==> src/rtl/bp_pkg.sv <==
// Shared definitions for the branch pattern table: counter limits and index hash.
package bp_pkg;

    // Largest value of a CTR_BITS-wide saturating counter (strongly taken).
    function automatic int unsigned ctr_max(input int unsigned ctr_bits);
        return (32'd1 << ctr_bits) - 32'd1;
    endfunction

    // Weakly-not-taken value: one below the taken threshold.
    function automatic int unsigned ctr_init(input int unsigned ctr_bits);
        return (32'd1 << (ctr_bits - 32'd1)) - 32'd1;
    endfunction

    // Table index from a word-aligned PC, optionally XORed with global history.
    // Inputs are zero-extended to fixed widths so the same function serves any
    // table size; the caller truncates the result to its own index width.
    function automatic logic [31:0] bp_index_hash(input logic [63:0]   pc,
                                                  input logic [31:0]   ghr_ext,
                                                  input int unsigned   index_bits,
                                                  input bit            use_ghr);
        logic [31:0] mask;
        logic [31:0] base;
        mask = (32'd1 << index_bits) - 32'd1;
        base = 32'(pc >> 2) & mask;
        if (use_ghr) begin
            base = base ^ (ghr_ext & mask);
        end
        return base;
    endfunction

endpackage

==> src/rtl/bp_sat_counter_next.sv <==
// Next value of a saturating up/down counter; purely combinational.
// Ports: cur  - current counter value
//        taken - 1 = count up, 0 = count down
//        nxt  - updated value, clamped at 0 and at all-ones
module bp_sat_counter_next
    import bp_pkg::*;
#(
    parameter int unsigned CTR_BITS = 2
) (
    input  logic [CTR_BITS-1:0] cur,
    input  logic                taken,
    output logic [CTR_BITS-1:0] nxt
);

    localparam logic [CTR_BITS-1:0] CTR_MAX = CTR_BITS'(ctr_max(CTR_BITS));

    // Step toward the outcome, holding at either end instead of wrapping.
    always_comb begin
        nxt = cur;
        if (taken) begin
            if (cur != CTR_MAX) nxt = cur + CTR_BITS'(1);
        end else begin
            if (cur != '0) nxt = cur - CTR_BITS'(1);
        end
    end

endmodule

==> src/rtl/bp_pattern_table.sv <==
// Branch direction predictor: table of saturating counters indexed by PC
// (bimodal) or PC XOR global history (gshare), with a mispredict statistic.
// Ports: clk, rst (sync, active-high)
//        pred_valid/pred_pc            - lookup request from fetch
//        pred_out_valid/pred_taken/pred_idx - registered lookup result (1 cycle)
//        upd_valid/upd_idx/upd_taken/upd_mispredict - training from execute
//        ghr                           - non-speculative global history
//        stat_mispred                  - saturating mispredict count
module bp_pattern_table
    import bp_pkg::*;
#(
    parameter int unsigned PC_WIDTH   = 32,
    parameter int unsigned INDEX_BITS = 6,
    parameter int unsigned CTR_BITS   = 2,
    parameter int unsigned GHR_BITS   = 6,
    parameter int unsigned USE_GHR    = 1,
    parameter int unsigned STAT_BITS  = 16
) (
    input  logic                  clk,
    input  logic                  rst,
    input  logic                  pred_valid,
    input  logic [PC_WIDTH-1:0]   pred_pc,
    output logic                  pred_out_valid,
    output logic                  pred_taken,
    output logic [INDEX_BITS-1:0] pred_idx,
    input  logic                  upd_valid,
    input  logic [INDEX_BITS-1:0] upd_idx,
    input  logic                  upd_taken,
    input  logic                  upd_mispredict,
    output logic [GHR_BITS-1:0]   ghr,
    output logic [STAT_BITS-1:0]  stat_mispred
);

    localparam int unsigned         ENTRIES  = 1 << INDEX_BITS;
    localparam logic [CTR_BITS-1:0] CTR_INIT = CTR_BITS'(ctr_init(CTR_BITS));

    logic [CTR_BITS-1:0]   table_q [ENTRIES];
    logic [INDEX_BITS-1:0] idx_c;
    logic [CTR_BITS-1:0]   upd_ctr_next_c;

    // Lookup index uses the history as it stands before any same-cycle shift.
    assign idx_c = INDEX_BITS'(bp_index_hash(64'(pred_pc), 32'(ghr),
                                             INDEX_BITS, USE_GHR != 0));

    bp_sat_counter_next #(
        .CTR_BITS (CTR_BITS)
    ) u_ctr_next (
        .cur   (table_q[upd_idx]),
        .taken (upd_taken),
        .nxt   (upd_ctr_next_c)
    );

    // Lookup result register; a missing request drops valid but keeps data.
    always_ff @(posedge clk) begin
        if (rst) begin
            pred_out_valid <= 1'b0;
            pred_taken     <= 1'b0;
            pred_idx       <= '0;
        end else begin
            pred_out_valid <= pred_valid;
            if (pred_valid) begin
                pred_taken <= table_q[idx_c][CTR_BITS-1];
                pred_idx   <= idx_c;
            end
        end
    end

    // Counter table; the lookup above reads the pre-update value.
    always_ff @(posedge clk) begin
        if (rst) begin
            for (int i = 0; i < ENTRIES; i++) begin
                table_q[i] <= CTR_INIT;
            end
        end else if (upd_valid) begin
            table_q[upd_idx] <= upd_ctr_next_c;
        end
    end

    // History shifts only on resolved branches; statistic saturates.
    always_ff @(posedge clk) begin
        if (rst) begin
            ghr          <= '0;
            stat_mispred <= '0;
        end else if (upd_valid) begin
            ghr <= (ghr << 1) | GHR_BITS'(upd_taken);
            if (upd_mispredict && (stat_mispred != '1)) begin
                stat_mispred <= stat_mispred + STAT_BITS'(1);
            end
        end
    end

endmodule

==> config.mk <==
export PLATFORM = sky130hd
export DESIGN_NAME = bp_pattern_table
export DESIGN_NICKNAME = d
export VERILOG_FILES = /design/src/rtl/bp_pkg.sv /design/src/rtl/bp_sat_counter_next.sv /design/src/rtl/bp_pattern_table.sv
export SDC_FILE = /design/constraint.sdc
export NUM_CORES = 1
export LEC_CHECK = 0
export ABC_AREA = 1
export BUFFER_PORTS_ARGS = -buffer_cell sky130_fd_sc_hd__buf_4
export CAP_MARGIN = 20
export CELL_PAD_IN_SITES_DETAIL_PLACEMENT = 0
export CELL_PAD_IN_SITES_GLOBAL_PLACEMENT = 1
export CORE_MARGIN = 2
export CORE_UTILIZATION = 49
export CTS_CLUSTER_SIZE = 40
export DETAILED_ROUTE_END_ITERATION = 8
export PLACE_DENSITY_LB_ADDON = 0.1
export SLEW_MARGIN = 10
export SYNTH_ARGS = -nofsm -noshare
export SYNTH_HDL_FRONTEND = slang
export SYNTH_HIERARCHICAL = 1
export SYNTH_SLANG_ARGS = --single-unit
==> constraint.sdc <==
create_clock -name clk -period 3.8 [get_ports clk]
set_clock_uncertainty 0.05 [all_clocks]
set_input_delay 0.38 -clock clk [delete_from_list [all_inputs] [get_ports clk]]
set_output_delay 0.38 -clock clk [all_outputs]
set_load 0.02 [all_outputs]
======== Word-level counts from Yosys, hierarchy flattened ========
Memories as Yosys holds them, arrays and structs flattened. A register that Yosys moved wholly into a read port is not among the register bits.
Index checks and enable logic that the tools add are counted.
word-level totals
  bits in registers ....................... 29
  bits in latches ......................... 0
  bits in writable memories ............... 128
  bits in read-only memories .............. 0
  bits of input ports ..................... 44
  output and inout bits ................... 30
  logic and storage cells ................. 27
  memories kept ........................... 1
memories
  memory   depth  width  rd ports  clocked after Yosys merged registers in  write ports  line                    source
  table_q  64     2      2         1                                        64           bp_pattern_table.sv:37  logic [CTR_BITS-1:0] table_q [ENTRIES];
operators by class
  add/sub/neg operators ................... 3
  multiply operators ...................... 0
  divide/modulo/power cells ............... 0
  magnitude comparators ................... 0
  equality and inequality tests ........... 2
  shift operators ......................... 0
  muxes and demuxes ....................... 11
  bitwise operators ....................... 2
  reductions and logical operators ........ 4
operator list
  kind                   number
  $add 16x1->16 const B  1
  $ne 16x16->1 const B   1
  $mux 2                 4
  $mux 1                 6
  $mux 6                 1
  $or 6x1->6             1
  $xor 6x6->6            1
  $add 2x1->2 const B    1
  $ne 2x2->1 const B     1
  $reduce_and 2->1       1
  $reduce_bool 2->1      1
  $reduce_or 2->1        1
  $sub 2x1->2 const B    1
  $logic_and 1x1->1      1

======== Longest topological paths before layout ========
Gate-level depths: netlist of run 1.
  depth after elaboration ................. 5
  mapped depth ............................ 17
  gate-level depth less buffers ........... 16

======== Cells and area by module ========
The synthesis of run 1 kept the hierarchy.
modules (own cells, without submodules)
  module               times used  cells each  area each (um2)  seq. area each (um2)
  bp_pattern_table     1           1,031       8,415.6          4,444.3
  bp_sat_counter_next  1           6           25.0             0.0

======== Worst setup path after synthesis of run 1 ========
Ideal clock, no wire load.
  kind .................................... input to register
  from .................................... input upd_idx[2]
  to ...................................... memory table_q[45][0], data pin
  setup time .............................. 0.274 ns
  data arrival time ....................... 2.024 ns
  required time ........................... 3.476 ns
  setup slack ............................. 1.451 ns
  stages .................................. 15
  path buffers ............................ 2
  cell sequence ........................... inv_2 -> nand3_4 -> inv_2 -> buf_2 -> a221oi_1 -> nand2_1 -> nand2_1 -> nand2_1 -> nor2_1 -> nand2_1 -> o21ai_1 -> nand2_1 -> inv_2 -> clkbuf_1 -> nand3_1
RTL lines
  element             line                    source
  start: declaration  bp_pattern_table.sv:27  input logic [INDEX_BITS-1:0] upd_idx,
  end: declaration    bp_pattern_table.sv:37

==> flow_summary.ini, run 1 <==
[power]
p_seq_frac = 0.458
power.leakage_nw = 3.770
p_switching_mw = 1.123
cellPowerDensity_mw_per_mm2 = 439.1
combPwrFrac = 0.138
switching_share = 0.2657
internal_power_mw = 3.103
power.share.clock = 0.403
peakVddDrop_mv = 0.3920

[worst_setup_path]
worstPathMaxFanout = 21
critical_path_class = in -> reg
crit_path_top_delay_cell = inv_1
path_common_cell = nand2_1
end_kind = flop
cp_num_buf_inv = 6
cp-start-kind = primary input
critPathTopFamily = buffers and inverters
cp_slowest_stage_delay_ps = 400
arrival_ps = 2880
worst_ep_required_time_ps = 3900
cp_cell_sequence = buf_4 -> inv_2 -> nand3_2 -> inv_1 -> nand2_1 -> nand4_1 -> o31ai_1 -> nand2_1 -> nor2_1 -> nand2_1 -> inv_1 -> o21ai_1 -> nand2_1 -> inv_2 -> buf_4 -> nand3_1

[place]
pre_cts_slack_ps = 631.5
portBuffers = 47
gp_congestion = 0.8621
hpwlAfterDp_um = 16410

[global_route]
grt_max_degree = 85
grt_antenna_before_repair = 0
grt_pass1_wl_um = 37920
globalRouteTotalUtil = 0.2783
grt_overflow = 0
grt_pass1_vias = 6881

[synthesis]
synth_area_mm2 = 0.008441
netlist.top_cell.by_area = edfxtp_1
yosys_warnings = 6
yosys-top-cells-area = edfxtp_1 46%, nand2_1 14%, dfxtp_1 7.1%, nand3_1 7.1%, inv_1 5.8%
synth_fp_nets = 1082
synthCells = 1037
ys_types = 42
syn_area_per_cell_um2 = 8.139
synth_top_area_share = 0.4554
ys_ff_latch = 158
seq_area_frac_synth = 0.5265

[sta]
final-hold-violation-count = 0
setup_tns_ps = 0
fmax_mhz = 358.9
finalMaxSlewViolations = 0
slew_headroom = 0.3376
rsz0062_at_grt = false
layout_worst_path_cycle_share = 0.7332
tightest_slew_ps = 991.2
layout_setup_ws_ps = 1014
holdWs_ps = 140.7
fin_crit_ps = 2786
setup-violations-final = 0

[die]
core_mm2 = 0.01670
ioPinCount = 74
rows = 47
dieHeight_um = 135.2
initial_core_util = 0.5054
dieArea_mm2 = 0.01829
die_x_um = 135.2

[cts]
post_cts_resize_count = 0
cts-hold-fix-buffers = 0
cts_tree = built
cts_root_buf = clkbuf_16
clockBufferDepth = 2
cts.reportedPaths.clkPinSlew_ps = 60
cts_buffers = 17
htreeDepth = 4
clkLatencyLatePin_ps = 430
clock-sinks = 158
postCtsSetupBuffers = 0

[routing]
wl_per_cell_um = 18.57
vias = 7273
antenna_left = 0
drt_iter0_drc = 649
drt_pass1_iterations = 8
drt-total-wl_um = 24400
route.detailed.drc = 0
via_per_inst = 5.535

[min_path]
min_path_type = in -> reg

[layout]
drive_gt1_frac = 0.1243
regArea_mm2 = 0.004444
antenna_cells = 0
multi_input_area_mm2 = 0.003211
nFillCells = 1572
syn2layout_area_growth_pct = 14.01
nNetsFinal = 1126

[flow_run]
maxCapViolCount = 0

[run_status]
status = complete, no violations
[cell usage after synthesis]
cell type  number
o2111ai_1       4
o31ai_1         1
xnor2_1         4
nand4_1         6
nand2_1       304
buf_2          13
nand3b_1        1
nand3_2         5
inv_2          14
nand3_4         2
a221oi_1        9
xnor2_2         2
clkbuf_1       30
o22ai_1        16
a31oi_1         1
nand3_1       119
o211a_1         1
xor2_1          4
buf_6           6
nor4_1          2
nor3b_1         2
a22oi_1         4
o21bai_1        1
nor2_1        119
dfxtp_1        30
o21a_1          1
nor3_2          3
edfxtp_1      128
ha_1            1
nor2_2          5
a221oi_2        1
xor2_2          1
o21ai_0        18
nor3_1         18
o211ai_1        7
a21oi_1        14
o221ai_1        2
inv_1         130
a22oi_2         1
o21ai_1         4
a31o_2          1
a22o_1          2
[layout by cell type (no fill, tap or decap), types with 14 or more instances in the layout]
cell / instances
nand3_1: 119
a21oi_1: 14
dfxtp_1: 30
clkbuf_16: 17
nor3_1: 18
inv_1: 129
o22ai_1: 16
edfxtp_1: 128
buf_4: 71
inv_2: 15
o21ai_0: 18
nand2_1: 304
nor2_1: 119
[power by group through the flow]
| stage | clock [mW] | combinational (mW) | sequential, mW |
|---|---|---|---|
| 3_5_place_dp | 0 | 0.574 | 1.97 |
| 4_1_cts | 1.71 | 0.577 | 1.94 |
| 3_3_place_gp | 0 | 0.575 | 1.97 |
| 6_report | 1.70 | 0.585 | 1.94 |
| 5_1_grt | 1.78 | 0.640 | 1.94 |
| 2_1_floorplan | 0 | 0.348 | 1.98 |
[metrics by stage]
| step | area, um2 | power [mW] | instances | utilization |
|---|---|---|---|---|
| floorplan | 8441 | 2.329 | 1037 | - |
| global placement | 9044 | 2.546 | 1281 | 0.5415 |
| detailed placement | 9044 | 2.548 | 1281 | 0.5415 |
| CTS | 9612 | 4.224 | 1313 | 0.5755 |
| global route | 9623 | 4.363 | 1314 | 0.5762 |
| finish | 9623 | 4.226 | 1314 | 0.5762 |
[sequential cells by signal, indices dropped and copies added, names as in the netlist]
signal and count:
ghr 6, pred_taken 1, table_q 128, pred_idx 6, pred_out_valid 1, stat_mispred 16
[area by class of cell]
class,instances,area share
Sequential cell,158,0.4618
Multi-Input combinational cell,686,0.3336
Timing Repair Buffer,74,0.06072
Inverter,144,0.05617
Clock buffer,22,0.04616
Tap cell,220,0.02860
Clock inverter,10,0.01287
[worst paths after layout]
| kind | endpoint | start | slack [ps] | depth (start not counted) |
|---|---|---|---|---|
| min | ghr[1] | upd_valid | 140 | 2 |
| max | table_q[52][0] | upd_idx[2] | 1010 | 16 |
| min reg2reg | pred_idx[2] | pred_idx[2] | 440 | 2 |
| max reg2reg | table_q[52][0] | table_q[29][1] | 1150 | 13 |
[layer usage]
metal	share of wire	GRT usage	vias to the layer above
li1	-	-	3497
met1	0.43	0.3848	3408
met2	0.46	0.4459	321
met3	0.084	0.05238	47
met4	0.024	0.08970	0
met5	0	0	-
[kinds of logic after synthesis]
family                   Yosys count  share of synthesized area
buffers and inverters            193                    0.09309
adder cells (fa/ha/maj)            1                   0.001482
flip-flops                       158                     0.5265
AO/OA/AOI/OAI                     88                    0.06953
XOR/XNOR                          11                    0.01408
AND/OR/NAND/NOR                  586                     0.2953
(Power assumes the default switching activity.)
==> inputs of run 2 (changes only) <==
--- a/config.mk
+++ b/config.mk
@@ -11,7 +11,7 @@
 export CELL_PAD_IN_SITES_DETAIL_PLACEMENT = 0
 export CELL_PAD_IN_SITES_GLOBAL_PLACEMENT = 1
 export CORE_MARGIN = 2
-export CORE_UTILIZATION = 49
+export CORE_UTILIZATION = 41
 export CTS_CLUSTER_SIZE = 40
 export DETAILED_ROUTE_END_ITERATION = 8
 export PLACE_DENSITY_LB_ADDON = 0.1
==> constraint.sdc (replaced) <==
create_clock -name clk -period 2.5 [get_ports clk]
set_clock_uncertainty 0.05 [all_clocks]
set_input_delay 0.25 -clock clk [delete_from_list [all_inputs] [get_ports clk]]
set_output_delay 0.25 -clock clk [all_outputs]
set_load 0.02 [all_outputs]
==> run 2 against run 1 <==
Via count about the same; sequential share of layout area down 2.1 points; first-iteration DRC count down 17%; die area up 19%; largest cell class unchanged.
==> flow_summary.ini, run 2 (same netlist as run 1, synthesis figures left out) <==
[run_status]
status = complete, no violations

[place]
portBuffers = 47
gp_congestion = 0.8529
hpwlAfterDp_um = 18040
dp.cells = 1371
pre_cts_slack_ps = -83.26

[sta]
rsz0062_at_grt = false
finalMaxSlewViolations = 0
slew_headroom = 0.3793
setup-violations-final = 0
holdWs_ps = 9.849
fin_crit_ps = 2343
fmax_mhz = 426.9
tightest_slew_ps = 924.4
layout_setup_ws_ps = 157.5
final-hold-violation-count = 0
layout_worst_path_cycle_share = 0.9370

[worst_setup_path]
cp_cell_sequence = inv_1 -> o22ai_1 -> a21oi_1 -> nand3_1 -> o21ai_0 -> nand2_1 -> nor2_1 -> nand2_1 -> o21ai_1 -> nand2_1 -> inv_2 -> buf_12 -> nand3_1
worst_ep_required_time_ps = 2610
r2r_start = table_q[9][1]
cp_slowest_stage_delay_ps = 410
worstPathMaxFanout = 20
cp-startpoint = table_q[9][1]
path_common_cell = nand2_1
arrival_ps = 2460
end_kind = flop
critical_path_class = reg -> reg
cp-start-kind = flop
crit_path_top_delay_cell = edfxtp_1

[routing]
wl_met2_um = 12230
wl_per_cell_um = 18.65
drt-total-wl_um = 26170
antenna_left = 0
route.detailed.drc = 0
met1_length_um = 11880
vias = 7278
drt_iter0_drc = 541
met3_length_um = 1629
drt_pass1_iterations = 5
via_per_inst = 5.187
highest-signal-layer = met4

[layout]
regMostFlops = table_q
nNetsFinal = 1165
antenna_cells = 0
final_common_cell = nand2_1
syn2layout_area_growth_pct = 19.49
largest_reg_flops = 128
reg_top3 = table_q: 128 flops, stat_mispred: 16 flops
drive_gt1_frac = 0.1598
mostFrequentLayoutCells = 304 x nand2_1, 129 x inv_1, 128 x edfxtp_1, 119 x nand3_1, 119 x nor2_1
nFillCells = 1954
final_cells = 1403

[flow_run]
maxCapViolCount = 0

[cts]
cts.reportedPaths.clkPinSlew_ps = 70
cts_root_buf = clkbuf_16
clock-sinks = 158
clkLatencyLatePin_ps = 430
cts_tree = built
clockBufferDepth = 2
htreeDepth = 4
cts-hold-fix-buffers = 0
post_cts_resize_count = 0
cts_buffers = 17
postCtsSetupBuffers = 0

[global_route]
grt_pass1_wl_um = 40620
grt_max_degree = 40
globalRouteTotalUtil = 0.2499
grt_overflow = 0
grt_antenna_before_repair = 0
grt_pass1_vias = 7009

[die]
rows = 52
core_mm2 = 0.02023
ioPinCount = 74
die_x_um = 147.5
initial_core_util = 0.4171
dieHeight_um = 147.5
dieArea_mm2 = 0.02175

[power]
total_power_mw = 6.512
power.leakage_nw = 4.001
peakVddDrop_mv = 0.4593
cellPowerDensity_mw_per_mm2 = 645.7

[min_path]
hold_start = upd_valid
min_path_type = in -> reg
## run 2: cell types whose count changed in the layout (fill, tap and decap cells not counted), moves of 2 or more
cell	before	now
clkinv_4	0	2
buf_4	71	102
buf_12	2	10
inv_6	0	5
clkbuf_1	5	0
bufinv_16	3	1
clkinvlp_4	0	2
clkinv_2	6	2
## run 2: cell type report
class | instances | area (um2) | share of cell area
sequential | 158 | 4444 | 0.4406
multi-input combinational | 686 | 3216 | 0.3188
clock inverter | 14 | 131.4 | 0.01303
timing repair buffer | 113 | 977.2 | 0.09689
tap | 270 | 337.8 | 0.03349
clock buffer | 18 | 439.2 | 0.04354
inverter | 144 | 540.5 | 0.05359
## run 2: report_power, final
group / leakage (nW) / switching, mW / internal (mW)
combinational: 2.33 / 0.670 / 0.338
sequential: 1.39 / 0.0378 / 2.90
clock: 0.277 / 1.15 / 1.42
## run 2: final timing paths
check	end	slack, ps	cells past startpoint
max	table_q[24][0]	160	13
min reg2reg	pred_idx[4]	440	2
max reg2reg	table_q[24][0]	160	13
min	ghr[1]	10	2
## run 2: metrics by stage
step             util  setup TNS, ps  cell area [um2]
2_1_floorplan       -              0             8441
3_3_place_gp   0.4695          -8541             9499
5_1_grt        0.4985              0            10090
3_5_place_dp   0.4700          -6436             9510
6_report       0.4985              0            10090
4_1_cts        0.4982              0            10080
## run 2: metal layers
layer | vias to the layer above | track usage
li1 | 3572 | -
met2 | 220 | 0.4119
met3 | 31 | 0.03951
met4 | 0 | 0.06635
met1 | 3455 | 0.3455
met5 | - | 0
## run 2: worst max-delay path, delay by kind of cell (launching register included)
kind,cells,cell delay (ps)
flops,1,410
compound gates,4,630
buf+inv,3,430
simple gates,6,520
